### src/rtl/lamp_pkg.sv
// Shared constants for the lamp arbiter: mode codes, step pattern table,
// default timing parameters and a saturating two-digit BCD increment.
package lamp_pkg;

   localparam int unsigned DEF_TICK_DIV  = 25000000;
   localparam int unsigned DEF_SEC_TICKS = 4;

   // Mode codes; 6 and 7 are never produced.
   localparam logic [2:0] MODE_IDLE   = 3'd0;
   localparam logic [2:0] MODE_LEFT   = 3'd1;
   localparam logic [2:0] MODE_RIGHT  = 3'd2;
   localparam logic [2:0] MODE_HAZARD = 3'd3;
   localparam logic [2:0] MODE_BRAKE  = 3'd4;
   localparam logic [2:0] MODE_DOOR   = 3'd5;

   // Step pattern table, entry 0 in the low slot: 001, 011, 111, 000.
   localparam logic [3:0][2:0] STEP_PAT = {3'b000, 3'b111, 3'b011, 3'b001};

   typedef struct packed {
      logic [3:0] tens;
      logic [3:0] units;
   } bcd2_t;

   // Two-digit BCD increment that sticks at 99.
   function automatic bcd2_t bcd_inc_sat(input bcd2_t v);
      bcd2_t r;
      r = v;
      if (v.tens == 4'd9 && v.units == 4'd9) begin
         r = v;
      end else if (v.units == 4'd9) begin
         r.units = 4'd0;
         r.tens  = v.tens + 4'd1;
      end else begin
         r.units = v.units + 4'd1;
      end
      return r;
   endfunction

endpackage

### src/rtl/lamp_prescaler.sv
// Step-tick prescaler: counts 0..TICK_DIV-1, strobes tick on the last count.
// A clear restarts the count so the next step lasts a full period.
module lamp_prescaler
   import lamp_pkg::*;
#(
   parameter int unsigned TICK_DIV = DEF_TICK_DIV
) (
   input  logic clk,
   input  logic rstN,
   input  logic clr,
   output logic tick
);

   localparam int unsigned       CNT_W   = $clog2(TICK_DIV);
   localparam logic [CNT_W-1:0]  CNT_MAX = CNT_W'(TICK_DIV - 1);

   logic [CNT_W-1:0] r_cnt;

   // Free-running divider, cleared by reset, by clr and on wrap.
   always_ff @(posedge clk) begin
      if (!rstN) begin
         r_cnt <= '0;
      end else if (clr || (r_cnt == CNT_MAX)) begin
         r_cnt <= '0;
      end else begin
         r_cnt <= r_cnt + CNT_W'(1);
      end
   end

   // A clear in the same cycle wins over the strobe.
   assign tick = (r_cnt == CNT_MAX) && !clr;

endmodule

### src/rtl/lamp_arbiter.sv
// Lamp arbiter: synchronises four requests, picks a mode by priority and
// drives two 3-bit lamp groups plus a BCD door-open seconds timer.
// Mode, LEDs and the step counter all load from the same next-state logic,
// so a request edge shows up on every output exactly two clocks later.
module lamp_arbiter
   import lamp_pkg::*;
#(
   parameter int unsigned TICK_DIV  = DEF_TICK_DIV,
   parameter int unsigned SEC_TICKS = DEF_SEC_TICKS
) (
   input  logic       clk,
   input  logic       rstN,
   input  logic       reqL,
   input  logic       reqR,
   input  logic       reqBrake,
   input  logic       reqDoor,
   output logic [2:0] ledL,
   output logic [2:0] ledR,
   output logic [2:0] modeOut,
   output logic [3:0] doorTens,
   output logic [3:0] doorUnits,
   output logic       tick
);

   localparam int unsigned      SEC_W   = (SEC_TICKS > 1) ? $clog2(SEC_TICKS) : 1;
   localparam logic [SEC_W-1:0] SEC_MAX = SEC_W'(SEC_TICKS - 1);

   logic             r_req_l, r_req_r, r_req_brake, r_req_door;
   logic [2:0]       r_mode;
   logic [1:0]       r_step;
   logic [2:0]       r_led_l, r_led_r;
   logic [SEC_W-1:0] r_sec_cnt;
   bcd2_t            r_door_bcd;

   logic [2:0]       w_mode_next;
   logic             w_mode_chg;
   logic             w_tick;
   logic [1:0]       w_step_next;
   logic [2:0]       w_pat;
   logic [2:0]       w_brake_val;
   logic [2:0]       w_led_l_next, w_led_r_next;

   // Single register stage on every request input.
   always_ff @(posedge clk) begin
      if (!rstN) begin
         r_req_l     <= 1'b0;
         r_req_r     <= 1'b0;
         r_req_brake <= 1'b0;
         r_req_door  <= 1'b0;
      end else begin
         r_req_l     <= reqL;
         r_req_r     <= reqR;
         r_req_brake <= reqBrake;
         r_req_door  <= reqDoor;
      end
   end

   // Mode priority from the registered requests: DOOR > HAZARD > LEFT > RIGHT > BRAKE.
   always_comb begin
      w_mode_next = MODE_IDLE;
      if (r_req_door) begin
         w_mode_next = MODE_DOOR;
      end else if (r_req_l && r_req_r) begin
         w_mode_next = MODE_HAZARD;
      end else if (r_req_l) begin
         w_mode_next = MODE_LEFT;
      end else if (r_req_r) begin
         w_mode_next = MODE_RIGHT;
      end else if (r_req_brake) begin
         w_mode_next = MODE_BRAKE;
      end
   end

   assign w_mode_chg = (w_mode_next != r_mode);

   lamp_prescaler #(
      .TICK_DIV (TICK_DIV)
   ) u_prescaler (
      .clk  (clk),
      .rstN (rstN),
      .clr  (w_mode_chg),
      .tick (w_tick)
   );

   // Next step and lamp values; a mode change restarts the pattern at step 0.
   always_comb begin
      w_step_next  = r_step;
      w_led_l_next = 3'b000;
      w_led_r_next = 3'b000;
      if (w_mode_chg) begin
         w_step_next = 2'd0;
      end else if (w_tick) begin
         w_step_next = r_step + 2'd1;
      end
      w_pat       = STEP_PAT[w_step_next];
      w_brake_val = r_req_brake ? 3'b111 : 3'b000;
      case (w_mode_next)
         MODE_LEFT: begin
            w_led_l_next = w_pat;
            w_led_r_next = w_brake_val;
         end
         MODE_RIGHT: begin
            w_led_l_next = w_brake_val;
            w_led_r_next = w_pat;
         end
         MODE_HAZARD: begin
            w_led_l_next = w_pat;
            w_led_r_next = w_pat;
         end
         MODE_BRAKE: begin
            w_led_l_next = 3'b111;
            w_led_r_next = 3'b111;
         end
         MODE_DOOR: begin
            if (w_mode_chg) begin
               w_led_l_next = 3'b111;
               w_led_r_next = 3'b111;
            end else if (w_tick) begin
               w_led_l_next = ~r_led_l;
               w_led_r_next = ~r_led_r;
            end else begin
               w_led_l_next = r_led_l;
               w_led_r_next = r_led_r;
            end
         end
         default: begin
            w_led_l_next = 3'b000;
            w_led_r_next = 3'b000;
         end
      endcase
   end

   // Mode, step and lamp output registers.
   always_ff @(posedge clk) begin
      if (!rstN) begin
         r_mode  <= MODE_IDLE;
         r_step  <= 2'd0;
         r_led_l <= 3'b000;
         r_led_r <= 3'b000;
      end else begin
         r_mode  <= w_mode_next;
         r_step  <= w_step_next;
         r_led_l <= w_led_l_next;
         r_led_r <= w_led_r_next;
      end
   end

   // Door timer: cleared on DOOR entry, one BCD second per SEC_TICKS ticks
   // while DOOR persists, held untouched in every other mode.
   always_ff @(posedge clk) begin
      if (!rstN) begin
         r_sec_cnt  <= '0;
         r_door_bcd <= '0;
      end else if (w_mode_chg && (w_mode_next == MODE_DOOR)) begin
         r_sec_cnt  <= '0;
         r_door_bcd <= '0;
      end else if (!w_mode_chg && (r_mode == MODE_DOOR) && w_tick) begin
         if (r_sec_cnt == SEC_MAX) begin
            r_sec_cnt  <= '0;
            r_door_bcd <= bcd_inc_sat(r_door_bcd);
         end else begin
            r_sec_cnt <= r_sec_cnt + SEC_W'(1);
         end
      end
   end

   assign ledL      = r_led_l;
   assign ledR      = r_led_r;
   assign modeOut   = r_mode;
   assign doorTens  = r_door_bcd.tens;
   assign doorUnits = r_door_bcd.units;
   assign tick      = w_tick;

endmodule

### config.mk
export PLATFORM = sky130hd
export DESIGN_NAME = lamp_arbiter
export DESIGN_NICKNAME = d
export VERILOG_FILES = /design/src/rtl/lamp_pkg.sv /design/src/rtl/lamp_prescaler.sv /design/src/rtl/lamp_arbiter.sv
export SDC_FILE = /design/constraint.sdc
export NUM_CORES = 1
export LEC_CHECK = 0
export ABC_AREA = 1
export CELL_PAD_IN_SITES_DETAIL_PLACEMENT = 0
export CELL_PAD_IN_SITES_GLOBAL_PLACEMENT = 1
export CORE_AREA = 2 2 113 88
export CTS_BUF_LIST = sky130_fd_sc_hd__clkbuf_4
export DETAILED_ROUTE_END_ITERATION = 6
export DIE_AREA = 0 0 115 90
export GPL_TIMING_DRIVEN = 0
export PLACE_DENSITY_LB_ADDON = 0.1
export SLEW_MARGIN = 40
export SYNTH_ARGS = -nofsm -noshare
export SYNTH_HDL_FRONTEND = slang
export SYNTH_SLANG_ARGS = --single-unit
### constraint.sdc
create_clock -name clk -period 2.3 [get_ports clk]
set_input_delay 0.575 -clock clk [delete_from_list [all_inputs] [get_ports clk]]
set_output_delay 0.575 -clock clk [all_outputs]
set_load 0.01 [all_outputs]
==> impl_summary.log, run 1 <==
INFO  metric outcome = complete, no violations
INFO  metric finalCritPeriodShare = 96.6%
INFO  metric setup_viol_count_final = 0
INFO  metric final_area = 3370 um^2
INFO  metric number_of_global_route_vias_before_repair = 2275
INFO  metric syn-mean-instance-area = 7.05 um^2
INFO  metric worst_ir_drop_vdd = 0.225 mV
INFO  metric critical_path_required = 1.73 ns
INFO  metric rows = 31
INFO  metric route.vias.total = 2540
INFO  metric drv_cap = 0
INFO  metric clkLatencyLatePin = 0.39 ns
INFO  metric die_height = 90 um
INFO  metric crit_arrival = 1.65 ns
INFO  metric synth-main-ff-cell = sky130_fd_sc_hd__dfxtp_1
INFO  metric clkPwrFrac = 28.2%
INFO  metric postRouteWirelength = 6.82 mm
INFO  metric post-synth-top-count-cell = sky130_fd_sc_hd__nand2_1
INFO  metric post_synth_edffs = 0
INFO  metric power.sequential.fraction = 59.8%
INFO  metric combinationalPowerShare = 11.9%
INFO  metric total_leakage_power = 0.00119 uW
INFO  metric num-fill-cells = 1043
INFO  metric worst_clock_skew = 0.0194 ns
INFO  metric synthDistinctLibCells = 34
INFO  metric clock_pin_slew_of_the_registers_on_the_worst_case_setup_and_hold_paths = 0.17 ns
INFO  metric power.net_switching = 427 uW
INFO  metric timing.critical_path.to_type = primary output
INFO  metric cts.htree.levels = 2
INFO  metric die_w = 115 um
INFO  metric worst_hold_path.num_cells = 2
INFO  metric drt_drc_violations_left = 0
INFO  metric grt_antenna_before_repair = 0
INFO  metric synth_top_cells_by_area = sky130_fd_sc_hd__dfxtp_1 37%, sky130_fd_sc_hd__nand2_1 12%, sky130_fd_sc_hd__nor2_1 7.5%, sky130_fd_sc_hd__inv_1 5.8%, sky130_fd_sc_hd__nand3_1 5.2%
INFO  metric drt-initial-drc-count = 127
INFO  metric cts.hold.buffers_added = 0
INFO  metric worst-r2r-setup-slack = 0.14 ns
INFO  metric reg2reg_to = ledL[0]
INFO  metric final_core_utilization = 36.2%
INFO  metric detailedRoute.firstPassIterationCount = 4
INFO  metric slew_violations = 0
INFO  metric viasPerCell = 4.70
INFO  metric antenna_cells = 0
INFO  metric tritoncts = built
INFO  metric finalHoldViolations = 0
INFO  metric synth-seq-area-share = 37.0%
INFO  metric global_route_wire_length_before_repair = 11.4 mm
INFO  metric layout_min_cycle_time = 2.22 ns
INFO  metric grt_max_degree = 17
INFO  metric cts.path.max_buffers = 2
INFO  metric io_buffer_count = 23
INFO  metric cell_type_with_the_highest_aggregate_area_in_the_netlist = sky130_fd_sc_hd__dfxtp_1
INFO  metric worst_hold_check_path_type = register to register
INFO  metric synth_top_cells_by_count = 83 x sky130_fd_sc_hd__nand2_1, 54 x sky130_fd_sc_hd__nor2_1, 50 x sky130_fd_sc_hd__dfxtp_1
INFO  metric timing.critical_path.from_type = register
INFO  metric detailed_place_hpwl = 5.02 mm
INFO  metric async_reset_ff_share = 0%
INFO  metric timing.reg2reg.worst_path_depth = 17
INFO  metric power_switching_share = 28.3%
INFO  metric yosys_warnings = 0
INFO  metric final_net_count = 436
INFO  metric areaGrowthSynthToFinish = 24.5%
INFO  metric yosysTopAreaCellShare = 37.0%
INFO  metric power.density_cell_area = 449 nW/um^2
INFO  metric place.gp.congestion = 0.772
INFO  metric grt_setup_unrepaired = yes
INFO  metric die_area = 10400 um^2
INFO  metric syn_area = 2710 um^2
INFO  metric synth.net_count = 396
INFO  metric ant_nets = 0
INFO  metric max_slew.worst_pin.slew = 0.508 ns
INFO  metric r2r-start = u_prescaler.r_cnt[0]
INFO  metric worstSetupPathType = register to primary output
INFO  metric gate_count_after_technology_mapping = 384
INFO  metric cell_at_the_root_of_the_clock_tree = sky130_fd_sc_hd__clkbuf_4
INFO  metric ys_ff_latch = 50
INFO  metric tritoncts.num_buffers = 5
INFO  metric slew-limit-headroom = 66.1%
INFO  metric min_delay_worst_endpoint = u_prescaler.r_cnt[19]
INFO  metric post_drt_wl_per_cell = 12.6 um
INFO  metric clock_sink_count = 50
INFO  metric starting_utilization_of_the_core_area = 29.1%
INFO  metric cellInternalPower = 1080 uW
INFO  metric clock.fmax = 450 MHz
INFO  metric grt_overflow_total = 0
INFO  metric design.portCount = 24
INFO  metric placement.cell_area = 3080 um^2
INFO  metric floorplan.core_area = 9310 um^2
INFO  metric critical_path_peak_fanout = 6
INFO  metric hold_start = u_prescaler.r_cnt[19]
INFO  metric grt.total_usage = 13.8%
INFO  metric drive_above_1_share = 22.4%
layer usage:
layer | GRT usage [%] | wire length [um] | vias up
met5 | 0 | 0 | -
met4 | 3.41 | 70 | 0
met3 | 2.90 | 346 | 5
met2 | 18.2 | 2680 | 43
met1 | 22.2 | 3730 | 1155
li1 | - | - | 1337
registers in the layout (all words and copies together), names as in the netlist:
register,count
u_prescaler.r_cnt,25
doorTens,4
doorUnits,4
ledL,3
ledR,3
modeOut,3
r_sec_cnt,2
r_step,2
r_req_brake,1
r_req_door,1
r_req_l,1
r_req_r,1
per-stage QoR:
stage / power (uW) / cells / setup WS, ns / TNS [ns] / hold slack, ns
CTS: 1540 / 536 / -0.0400 / -0.0400 / 0.513
detailed placement: 1090 / 522 / -0.438 / -2.16 / 0.439
floorplan: 1020 / 384 / 0.121 / 0 / 0.418
finish: 1510 / 540 / 0.0776 / 0 / 0.504
global placement: 1090 / 522 / -0.416 / -2.15 / 0.428
global route: 1600 / 540 / -0.0514 / -0.142 / 0.529
worst max-delay path: stages, from the launching register on:
cell,delay [ns]
sky130_fd_sc_hd__dfxtp_2,0.39
sky130_fd_sc_hd__inv_4,0.06
sky130_fd_sc_hd__buf_4,0.12
sky130_fd_sc_hd__nand2_1,0.08
sky130_fd_sc_hd__nand2_1,0.05
sky130_fd_sc_hd__nand2_1,0.07
sky130_fd_sc_hd__nand2_2,0.07
sky130_fd_sc_hd__nor2_4,0.13
sky130_fd_sc_hd__inv_4,0.06
sky130_fd_sc_hd__nor2_4,0.11
sky130_fd_sc_hd__buf_6,0.10
cell usage in the layout (no fill, tap or decap), drive strengths merged:
cell type	count
a31oi	2
nand2	88
clkbuf	7
xnor2	3
o211a	1
a21oi	23
o221a	2
a211oi	1
xor2	9
clkinv	2
and2	2
clkdlybuf4s50	22
nor2	62
ha	6
dfxtp	50
nand3b	1
buf	17
clkinvlp	1
nand4	18
nand3	28
nor3b	3
nor3	15
nor4	1
o22ai	1
o221ai	3
o21a	1
inv	47
or2	4
o21ai	5
how the worst max path moves through the flow:
stage,cells past startpoint,from,slack [ns],endpoint
finish,10,r_req_door,0.08,tick
global route,8,u_prescaler.r_cnt[23],-0.05,tick
CTS,10,u_prescaler.r_cnt[1],-0.04,tick
detailed placement,10,u_prescaler.r_cnt[0],-0.44,tick
global placement,10,u_prescaler.r_cnt[0],-0.42,tick
floorplan,15,u_prescaler.r_cnt[0],0.12,ledR[1]
cells by family (layout without fill, tap and decap cells):
group	count (synthesis)	after routing	share of synthesized area, %
AOI/OAI and AO/OA	39	39	8.78
xor gates and xnor gates	12	12	3.88
adders and majority gates	6	6	2.77
buffers and inverters	55	96	8.83
DFF	50	50	37.0
and+or+nand+nor	222	222	38.7
power groups by stage:
stage                     combinational (uW)  sequential [uW]  clock, uW
after global placement                   168              922          0
after floorplan                         96.6              924          0
after CTS                                173              903        465
after detailed placement                 166              922          0
after global routing                     201              908        491
final                                    180              905        427
repair_timing:
item / 4_1_cts / 5_1_grt
endpoints found under the setup margin: 7 / 7
setup buffers: 6 / 4
endpoints found under the hold margin: 0 / 0
pin swaps: 6 / 12
cloned: 0 / 0
resized for setup: 26 / 33
cell type report:
| class | instances | area (um^2) | share of cell area (%) |
|---|---|---|---|
| tap | 115 | 144 | 4.27 |
| buffer | 8 | 62.6 | 1.86 |
| clock inverter | 3 | 21.3 | 0.631 |
| clock buffer | 5 | 37.5 | 1.11 |
| timing repair buffer | 33 | 307 | 9.10 |
| multi-input combinational | 279 | 1600 | 47.4 |
| sequential | 50 | 1020 | 30.3 |
| inverter | 47 | 181 | 5.38 |
Power figures use the tool's default switching activity.
==> run 2: changes to the inputs <==
--- a/config.mk
+++ b/config.mk
@@ -8,13 +8,14 @@
 export ABC_AREA = 1
 export CELL_PAD_IN_SITES_DETAIL_PLACEMENT = 0
 export CELL_PAD_IN_SITES_GLOBAL_PLACEMENT = 1
-export CORE_AREA = 2 2 113 88
+export CORE_AREA = 2 2 114 88
 export CTS_BUF_LIST = sky130_fd_sc_hd__clkbuf_4
 export DETAILED_ROUTE_END_ITERATION = 6
-export DIE_AREA = 0 0 115 90
+export DIE_AREA = 0 0 116 90
 export GPL_TIMING_DRIVEN = 0
 export PLACE_DENSITY_LB_ADDON = 0.1
 export SLEW_MARGIN = 40
 export SYNTH_ARGS = -nofsm -noshare
 export SYNTH_HDL_FRONTEND = slang
+export SYNTH_HIERARCHICAL = 1
 export SYNTH_SLANG_ARGS = --single-unit
==> impl_summary.log, run 2 <==
INFO  metric outcome = complete, no violations
INFO  metric grt_setup_unrepaired = yes
INFO  metric num-fill-cells = 1065
INFO  metric final_core_utilization = 36.5%
INFO  metric place_ws = -0.412 ns
INFO  metric io_buffer_count = 23
INFO  metric clock.fmax = 461 MHz
INFO  metric synth.net_count = 419
INFO  metric clkLatencyLatePin = 0.38 ns
INFO  metric drive_above_1_share = 20.9%
INFO  metric clock_sink_count = 50
INFO  metric total_leakage_power = 0.00139 uW
INFO  metric final_net_count = 463
INFO  metric worst_ir_drop_vdd = 0.192 mV
INFO  metric critPathCapture = tick
INFO  metric floorplan.core_area = 9390 um^2
INFO  metric route.vias.total = 2435
INFO  metric drt-initial-drc-count = 105
INFO  metric slew-limit-headroom = 66.1%
INFO  metric postRouteWirelength = 6.29 mm
INFO  metric drt_drc_violations_left = 0
INFO  metric grt.total_usage = 12.9%
INFO  metric detailedRoute.firstPassIterationCount = 4
INFO  metric syn-mean-instance-area = 6.73 um^2
INFO  metric r2r-start = r_req_door
INFO  metric sequential_cell_area = 1020 um^2
INFO  metric die_w = 116 um
INFO  metric finalHoldViolations = 0
INFO  metric post-synth-top-count-cell = sky130_fd_sc_hd__nand2_1
INFO  metric clkPwrFrac = 33.8%
INFO  metric grt_overflow_total = 0
INFO  metric synth-main-ff-cell = sky130_fd_sc_hd__dfxtp_1
INFO  metric timing.critical_path.to_type = primary output
INFO  metric power.density_cell_area = 476 nW/um^2
INFO  metric worst_hold_slack = 0.438 ns
INFO  metric rows = 31
INFO  metric yosysTopAreaCellShare = 36.4%
INFO  metric final_cell_mix = 114 x sky130_fd_sc_hd__nand2_1, 54 x sky130_fd_sc_hd__nor2_1, 49 x sky130_fd_sc_hd__inv_1
INFO  metric reg2reg_to = ledL[1]
INFO  metric power_switching_share = 25.3%
INFO  metric drv_cap = 0
INFO  metric cts.hold.buffers_added = 0
INFO  metric design.portCount = 24
INFO  metric synth-seq-area-share = 36.4%
INFO  metric ant_nets = 0
INFO  metric place.gp.congestion = 0.793
INFO  metric number_of_global_route_vias_before_repair = 2259
INFO  metric crit_arrival = 1.60 ns
INFO  metric postLayoutSetupSlackWorst = 0.129 ns
INFO  metric tritoncts.num_buffers = 5
INFO  metric cell_type_with_the_highest_aggregate_area_in_the_netlist = sky130_fd_sc_hd__dfxtp_1
INFO  metric slew_violations = 0
INFO  metric combinationalPowerShare = 11.3%
INFO  metric totalPowerFinal = 1630 uW
INFO  metric worstSetupPathType = register to primary output
INFO  metric synth_top_cells_by_area = sky130_fd_sc_hd__dfxtp_1 36%, sky130_fd_sc_hd__nand2_1 16%, sky130_fd_sc_hd__nor2_1 8.0%, sky130_fd_sc_hd__inv_1 6.8%, sky130_fd_sc_hd__a21oi_1 4.2%
INFO  metric setup_viol_count_final = 0
INFO  metric critical_path_required = 1.73 ns
INFO  metric multi_input_gate_area = 1570 um^2
INFO  metric worst-r2r-setup-slack = 0.15 ns
INFO  metric worst_hold_check_path_type = register to register
INFO  metric finalCritPeriodShare = 94.4%
INFO  metric areaGrowthSynthToFinish = 24.5%
INFO  metric grt_max_degree = 15
INFO  metric detailed_place_hpwl = 4.76 mm
INFO  metric final_common_cell = sky130_fd_sc_hd__nand2_1
INFO  metric global_route_wire_length_before_repair = 10.7 mm
INFO  metric cell_at_the_root_of_the_clock_tree = sky130_fd_sc_hd__clkbuf_4
INFO  metric cts.path.max_buffers = 2
INFO  metric cellInternalPower = 1220 uW
INFO  metric max_slew.worst_pin.slew = 0.508 ns
INFO  metric timing.critical_path.from_type = register
INFO  metric synth_top_cells_by_count = 119 x sky130_fd_sc_hd__nand2_1, 59 x sky130_fd_sc_hd__nor2_1, 50 x sky130_fd_sc_hd__dfxtp_1, 50 x sky130_fd_sc_hd__inv_1
INFO  metric critical_path_peak_fanout = 7
INFO  metric post_synth_edffs = 0
INFO  metric power.sequential.fraction = 55.0%
INFO  metric layout_min_cycle_time = 2.17 ns
INFO  metric grt_antenna_before_repair = 0
INFO  metric largest_reg_flops = 25
INFO  metric antenna_cells = 0
INFO  metric clock_pin_slew_of_the_registers_on_the_worst_case_setup_and_hold_paths = 0.15 ns
INFO  metric hold_start = u_prescaler/r_cnt[0]
INFO  metric worst_clock_skew = 0.0117 ns
INFO  metric async_reset_ff_share = 0%
INFO  metric power.net_switching = 413 uW
INFO  metric gate_count_after_technology_mapping = 409
INFO  metric starting_utilization_of_the_core_area = 29.3%
INFO  metric post_drt_wl_per_cell = 10.7 um
INFO  metric timing.reg2reg.worst_path_depth = 17
INFO  metric yosys_warnings = 6
INFO  metric syn_area = 2750 um^2
INFO  metric setup.worst_path.start = r_req_door
INFO  metric ys_ff_latch = 50
INFO  metric die_height = 90 um
INFO  metric registers.top_by_ff_count = u_prescaler/r_cnt
INFO  metric die_area = 10400 um^2
INFO  metric synthDistinctLibCells = 30
INFO  metric viasPerCell = 4.16
INFO  metric cts.htree.levels = 2
INFO  metric tritoncts = built
run 2: cell types whose count changed after synthesis, moves of 7 or more:
cell | previous run | this run
sky130_fd_sc_hd__nand2_1 | 83 | 119
sky130_fd_sc_hd__nand4_1 | 18 | 4
sky130_fd_sc_hd__nor3_1 | 12 | 1
sky130_fd_sc_hd__inv_1 | 42 | 50
sky130_fd_sc_hd__nand2_2 | 4 | 11
run 2: worst max-delay path, stage by stage (launching register included):
cell,delay (ns)
sky130_fd_sc_hd__dfxtp_4,0.38
sky130_fd_sc_hd__inv_4,0.06
sky130_fd_sc_hd__buf_8,0.11
sky130_fd_sc_hd__nand2_4,0.05
sky130_fd_sc_hd__nand2_2,0.05
sky130_fd_sc_hd__nand2_2,0.06
sky130_fd_sc_hd__nor2_4,0.14
sky130_fd_sc_hd__nand3_4,0.10
sky130_fd_sc_hd__nor2_4,0.13
sky130_fd_sc_hd__buf_2,0.14
run 2: timing repair:
action                                 CTS  global route
gates cloned                             0             0
gates resized for setup                 11            29
setup endpoints to repair               12             7
pin swaps                                2            10
setup buffers                            4            10
endpoints found under the hold margin    0             0
run 2: area by class of cell:
cell class,count,share of cell area (%)
Multi-Input combinational cell,298,45.7
Sequential cell,50,29.8
Timing Repair Buffer,37,9.75
Inverter,57,6.35
Tap cell,132,4.82
Clock buffer,7,1.53
Buffer,4,1.20
Clock inverter,1,0.876
run 2: cell families after synthesis:
family          synth area share, %
fa+ha+maj                      1.82
xor+xnor                       3.82
compound gates                 6.95
buf+inv                        9.18
flops                          36.4
simple gates                   41.9
run 2: power by group through the flow:
| stage | registers, uW | logic (uW) | clock network, uW |
|---|---|---|---|
| 4_1_cts | 899 | 174 | 590 |
| 3_3_place_gp | 919 | 163 | 0 |
| 2_1_floorplan | 921 | 98.3 | 0 |
| 6_report | 898 | 184 | 551 |
| 3_5_place_dp | 918 | 161 | 0 |
| 5_1_grt | 901 | 204 | 617 |
run 2: stage by stage:
| step | TNS, ns | instance area (um^2) | std cells |
|---|---|---|---|
| after floorplan | 0 | 2750 | 409 |
| after global placement | -2.14 | 3150 | 564 |
| after detailed placement | -2.04 | 3150 | 564 |
| after CTS | 0 | 3280 | 576 |
| after global routing | -0.0180 | 3430 | 586 |
| final | 0 | 3430 | 586 |
run 2: routing by layer:
| layer | global-route usage, % | vias up | share of wire (%) |
|---|---|---|---|
| li1 | - | 1348 | - |
| met1 | 19.9 | 1051 | 57 |
| met2 | 17.3 | 29 | 38 |
| met3 | 2.83 | 7 | 3.7 |
| met4 | 4.17 | 0 | 1.4 |
| met5 | 0 | - | 0 |
run 2: worst min path at each step:
stage                            to  cells after the start
3_3_place_gp   u_prescaler/r_cnt[0]                      1
3_5_place_dp   u_prescaler/r_cnt[0]                      1
5_1_grt        u_prescaler/r_cnt[0]                      1
2_1_floorplan  u_prescaler/r_cnt[0]                      1
4_1_cts        u_prescaler/r_cnt[0]                      1
6_report       u_prescaler/r_cnt[0]                      1
